`src/rtl/svd_host_if.sv`:
```
// ---------------------------------------------------------------------------
// svd_host_if
//
// Host-side load/unload interface for the 2x2 CORDIC SVD core.
//
// Load: the host streams each matrix element A[0..3] in CHUNK_W-wide pieces,
// LSB chunk first. Once all four elements are complete, a falling edge on
// "we" fires a one-cycle start pulse to the core.
//
// Unload: when the core reports done, U, V and the singular values are
// latched. The host then reads them back one element per selection. The
// U/V word alternates U, V, U, ... while the selection stays the same.
//
// Optional feature (macro SVD_IF_ERR_EN):
//   defined   -> err is a sticky protocol-error flag, cleared only by rst
//   undefined -> err is tied to 0; the datapath behaves identically
//
// Ports:
//   clk, rst        clock (rising edge), synchronous active-high reset
//   we, oe          host write enable / output enable
//   data_i          host data chunk (CHUNK_W)
//   element_sel     element index: 0=(0,0) 1=(0,1) 2=(1,0) 3=(1,1)
//   ready           results latched and readable
//   data_o_UV       U or V element being served (UV_W)
//   data_o_S        singular value on diagonal selections (S_W)
//   err             sticky protocol error
//   core_a_o        assembled matrix, element 0 in the LSBs
//   core_start_o    one-cycle start pulse to the core
//   core_done_i     one-cycle completion pulse from the core
//   core_u_i/v_i    U and V matrices, element 0 in the LSBs
//   core_s_i        sigma1 in the LSBs, sigma2 above it
// ---------------------------------------------------------------------------
module svd_host_if #(
  parameter int ELEM_W  = 10,
  parameter int CHUNK_W = 5,
  parameter int UV_W    = 8,
  parameter int S_W     = 7
) (
  input  logic                clk,
  input  logic                rst,
  input  logic                we,
  input  logic                oe,
  input  logic [CHUNK_W-1:0]  data_i,
  input  logic [1:0]          element_sel,
  output logic                ready,
  output logic [UV_W-1:0]     data_o_UV,
  output logic [S_W-1:0]      data_o_S,
  output logic                err,
  output logic [4*ELEM_W-1:0] core_a_o,
  output logic                core_start_o,
  input  logic                core_done_i,
  input  logic [4*UV_W-1:0]   core_u_i,
  input  logic [4*UV_W-1:0]   core_v_i,
  input  logic [2*S_W-1:0]    core_s_i
);

  localparam int CH    = ELEM_W / CHUNK_W;
  // The counter must be able to hold CH itself, which marks "element full,
  // further chunks are ignored".
  localparam int CNT_W = $clog2(CH + 1);
  localparam logic [CNT_W-1:0] CH_LAST = CNT_W'(CH - 1);
  localparam logic [CNT_W-1:0] CH_FULL = CNT_W'(CH);

  typedef enum logic [1:0] {LOAD, RUN, DONE} state_t;

  state_t            state;
  logic [ELEM_W-1:0] elem  [4];
  logic [UV_W-1:0]   u_lat [4];
  logic [UV_W-1:0]   v_lat [4];
  logic [S_W-1:0]    s1_lat;
  logic [S_W-1:0]    s2_lat;
  logic [3:0]        mask;
  logic [CNT_W-1:0]  cnt;
  logic              we_q;
  logic [1:0]        sel_q;
  logic              phase;
  logic              serving_q;

  logic              sel_changed;
  logic [CNT_W-1:0]  chunk_idx;
  logic              chunk_ok;
  logic              phase_use;
  logic [UV_W-1:0]   u_sel;
  logic [UV_W-1:0]   v_sel;
  logic [S_W-1:0]    s_sel;

  // A fresh write burst (we rising or a new selection) restarts at chunk 0.
  assign sel_changed = (element_sel != sel_q);
  assign chunk_idx   = (!we_q || sel_changed) ? '0 : cnt;
  assign chunk_ok    = (chunk_idx < CH_FULL);

  // The phase alternates only across back-to-back reads of the same
  // element; any gap in serving or a new selection restarts with U.
  assign phase_use = serving_q && !sel_changed && !phase;

  assign u_sel = u_lat[element_sel];
  assign v_sel = v_lat[element_sel];
  assign s_sel = (element_sel == 2'd0) ? s1_lat :
                 (element_sel == 2'd3) ? s2_lat : '0;

  assign core_a_o = {elem[3], elem[2], elem[1], elem[0]};

  // Main control FSM: chunk assembly in LOAD, waiting for the core in RUN,
  // serving results (or restarting a load) in DONE. All outputs registered.
  always_ff @(posedge clk) begin
    if (rst) begin
      state        <= LOAD;
      mask         <= '0;
      cnt          <= '0;
      we_q         <= 1'b0;
      sel_q        <= '0;
      phase        <= 1'b0;
      serving_q    <= 1'b0;
      ready        <= 1'b0;
      data_o_UV    <= '0;
      data_o_S     <= '0;
      core_start_o <= 1'b0;
      s1_lat       <= '0;
      s2_lat       <= '0;
      for (int i = 0; i < 4; i++) begin
        elem[i]  <= '0;
        u_lat[i] <= '0;
        v_lat[i] <= '0;
      end
    end else begin
      we_q         <= we;
      sel_q        <= element_sel;
      core_start_o <= 1'b0;
      data_o_UV    <= '0;
      data_o_S     <= '0;
      serving_q    <= 1'b0;

      case (state)
        LOAD: begin
          if (we) begin
            if (chunk_ok) begin
              for (int c = 0; c < CH; c++) begin
                if (chunk_idx == CNT_W'(c))
                  elem[element_sel][c*CHUNK_W +: CHUNK_W] <= data_i;
              end
              cnt <= chunk_idx + CNT_W'(1);
              if (chunk_idx == CH_LAST)
                mask[element_sel] <= 1'b1;
            end
          end else if (we_q && (mask == 4'hF)) begin
            core_start_o <= 1'b1;
            ready        <= 1'b0;
            state        <= RUN;
          end
        end

        RUN: begin
          if (core_done_i) begin
            for (int i = 0; i < 4; i++) begin
              u_lat[i] <= core_u_i[i*UV_W +: UV_W];
              v_lat[i] <= core_v_i[i*UV_W +: UV_W];
            end
            s1_lat <= core_s_i[S_W-1:0];
            s2_lat <= core_s_i[2*S_W-1:S_W];
            ready  <= 1'b1;
            state  <= DONE;
          end
        end

        DONE: begin
          if (we) begin
            // Restart: this cycle's chunk is already chunk 0 of the new load.
            state <= LOAD;
            ready <= 1'b0;
            mask  <= '0;
            if (CH == 1)
              mask[element_sel] <= 1'b1;
            elem[element_sel][CHUNK_W-1:0] <= data_i;
            cnt   <= CNT_W'(1);
          end else if (oe) begin
            serving_q <= 1'b1;
            phase     <= phase_use;
            data_o_UV <= phase_use ? v_sel : u_sel;
            data_o_S  <= s_sel;
          end
        end

        default: state <= LOAD;
      endcase
    end
  end

`ifdef SVD_IF_ERR_EN
  logic err_q;

  // Sticky protocol-error flag; only rst clears it.
  always_ff @(posedge clk) begin
    if (rst)
      err_q <= 1'b0;
    else if ((state == RUN && we) ||
             (state == LOAD && we && !chunk_ok) ||
             (oe && !ready) ||
             (core_done_i && state != RUN))
      err_q <= 1'b1;
  end

  assign err = err_q;
`else
  assign err = 1'b0;
`endif

endmodule

```
`config.mk`:
```
export PLATFORM = sky130hd
export DESIGN_NAME = svd_host_if
export DESIGN_NICKNAME = d
export VERILOG_FILES = /design/src/rtl/svd_host_if.sv
export SDC_FILE = /design/constraint.sdc
export NUM_CORES = 1
export LEC_CHECK = 0
export BUFFER_PORTS_ARGS = -buffer_cell sky130_fd_sc_hd__buf_2
export CORE_UTILIZATION = 40
export CTS_CLUSTER_DIAMETER = 30
export CTS_CLUSTER_SIZE = 8
export DETAILED_ROUTE_END_ITERATION = 12
export HOLD_SLACK_MARGIN = 0.05
export PLACE_DENSITY = 0.66
export SETUP_SLACK_MARGIN = 0.1
export SLEW_MARGIN = 0
export SYNTH_ARGS = -nofsm -noshare
export SYNTH_HDL_FRONTEND = slang
export SYNTH_SLANG_ARGS = --single-unit
export TNS_END_PERCENT = 20
```
`constraint.sdc`:
```
create_clock -name clk -period 3.95 [get_ports clk]
set_input_delay 0 -clock clk [delete_from_list [all_inputs] [get_ports clk]]
set_output_delay 0 -clock clk [all_outputs]
set_load 0.05 [all_outputs]
```
==> impl_metrics.toml <==
[critical_path]
arrival_ps = 2520
critPathKind = "reg2reg"
crit_path_start_kind = "flip-flop"
critPathCaptureType = "flip-flop"
required_ps = 4000
worst-path-max-fanout = 7

[synth]
synth_seq_area_share_pct = 65.0
synth_edf_count = 104
ys_types = 48
synthesis.area_um2 = 6160
synth_top_flop_cell = "edfxtp_1"
synthesis.instances = 431
async_flop_share_pct = 0
ys_seq_elements = 148
synthesis.nets = 526
yosysWarnings = 0
syn_avg_cell_area_um2 = 14.3

[clocking]
clk_pin_slew_ps = 60
numClockSinks = 148
clockBufferDepth = 2
root_buffer = "clkbuf_16"
cts_buffers = 17
cts_tree = "yes"
worst_skew_pair.late_latency_ps = 420
cts_setup_buffers = 0
htree_levels = 4

[routing]
wl_mm = 13.4
ant_nets = 0
num_vias = 4185
drtPass1Iterations = 4
avgViaCountPerCell = 4.87
drc = 0
drt_iter0_markers = 236
post_drt_wl_per_cell_um = 15.6

[power_and_ir_drop]
p_int_mw = 2.90
leakage_nw = 3.46
switchingPower_uw = 803
vdd.ir_drop.worst_v = 0.000290
clockPowerShare_pct = 44.7
power_frac_seq_pct = 46.5
comb_power_share_pct = 8.9
p_per_area_nw_per_um2 = 436
switching_share_pct = 21.7

[layout]
regArea_um2 = 4000
multi_input_area_um2 = 1970
nets = 758
area_delta_synth_final_pct = 37.7
nFillCells = 1174
antennaDiodeCount = 0
final_area_um2 = 8480
drive_gt1_share_pct = 30.8
final_core_utilization_pct = 57.5

[placed_design]
place_congestion = 0.778
portBuffers = 146
place_hpwl_mm = 9.01
post_dp_cell_area_um2 = 6990

[grt]
grt_max_degree = 45
grt_use_total_pct = 17.8
grt-ovfl-total = 0
grt_pass1_vias = 4319
grt_pass1_wl_mm = 21.5
antenna_found_initial = 0

[min_path]
hold_path.class = "in2reg"

[timing]
worstMarginPinSlew_ps = 813
hold_violations = 0
rsz0062_at_grt = "no"
fmax_mhz = 404
hold_ws_ps = 98.5
setup_tns_ps = 0
max_slew_margin_pct = 45.6
fin_crit_ps = 2470
setup_violations = 0
finClkSkew_ps = 11.2
fin_crit_sh_pct = 62.6
final_max_slew_viol_count = 0

[die]
die_x_um = 126
core_area_um2 = 14800
io_pins = 148
die_y_um = 126
num_rows = 44
start_util_pct = 41.8
die-area_um2 = 15900

[run_status]
status = "complete, no violations"

[run]
cap_viol_max_count = 0
==> kinds of logic after synthesis <==
logic type | Yosys count | share of synthesized area, %
flops | 148 | 65.0
other cells | 1 | 0.0609
xor+xnor | 2 | 0.894
buf+inv | 31 | 3.15
fa+ha+maj | 5 | 1.02
simple gates | 165 | 15.8
mux | 25 | 7.51
compound gates | 54 | 6.62
==> Yosys cell counts (all sizes together), types with 2 or more instances <==
master,number,area share [%]
a21o,2,0.24
a21oi,11,0.89
a22o,14,2.0
a22oi,7,0.85
and2,101,10
and2b,2,0.24
buf,12,1.7
clkbuf,12,1.1
dfxtp,44,14
edfxtp,104,51
ha,5,1.0
inv,7,0.43
mux2i,8,1.3
mux4,16,6.0
nand2,8,0.49
nand2b,5,0.51
nand3,3,0.24
nor2,26,1.6
nor2b,3,0.30
nor3,4,0.41
o21a,7,0.85
o21ai,5,0.47
o31ai,2,0.47
or2,7,0.71
xor2,2,0.89
==> final cells by class <==
cell class,count,area share [%]
inverter,7,0.310
tap,184,2.71
multi-input combinational,252,23.2
clock inverter,10,1.76
timing repair buffer,237,19.2
sequential,148,47.2
clock buffer,22,5.59
==> state kept, by name, indices dropped and copies added (netlist names), 2 cells and up <==
signal and cells:
data_o_S 7, s1_lat 7, u_lat 32, elem 40
cnt 2, v_lat 32, s2_lat 7, sel_q 2
data_o_UV 8, mask 4, state 2
==> worst paths after layout <==
kind / endpoint / cells after the start / slack (ps) / startpoint
worst max-delay path: elem[3][9] / 8 / 1480 / sel_q[1]
worst min-delay path: ready / 5 / 100 / core_done_i
worst max register to register: elem[3][9] / 8 / 1480 / sel_q[1]
worst min register to register: mask[3] / 1 / 470 / mask[3]
==> critical path, stage by stage (launching register included) <==
cell,delay [ps]
dfxtp_1,340
xor2_4,190
nor3b_1,270
and2_1,200
inv_1,50
ha_1,210
o21a_1,180
o21a_1,220
a2bb2oi_1,460
==> metrics by stage <==
stage	setup WS (ps)	instances	power, mW
after global routing	1350	860	3.83
after detailed placement	1260	741	2.01
after CTS	1480	860	3.72
after floorplan	1350	431	1.92
final	1480	860	3.70
after global placement	1330	741	2.01
==> layout by cell type (no fill, tap or decap), types with 8 or more instances in the layout <==
cell type and instances:
mux2i_1 8, dlygate4sd3_1 87, dfxtp_1 44, nand2_1 8
nor2_1 25, buf_2 146, edfxtp_1 104, and2_1 101
a22o_1 14, a21oi_1 11, mux4_2 13, clkbuf_16 17
==> per-layer routing <==
layer,routed length [um],GRT usage (%),vias up
met5,0,0,-
met4,241,6.66,0
met3,688,4.55,21
met2,6810,31.1,163
met1,5670,21.2,1988
li1,-,-,2013
==> power groups by stage <==
stage	registers [mW]	clock network, mW	logic [mW]
6_report	1.72	1.65	0.328
4_1_cts	1.72	1.68	0.327
5_1_grt	1.72	1.75	0.348
3_3_place_gp	1.75	0	0.258
2_1_floorplan	1.83	0	0.0963
3_5_place_dp	1.75	0	0.262
==> repair_timing <==
| action | 4_1_cts | 5_1_grt |
|---|---|---|
| endpoints found under the hold margin | 124 | 0 |
| hold buffers | 87 | 0 |
| gates resized for setup | 0 | 0 |
Power figures use the tool's default switching activity.
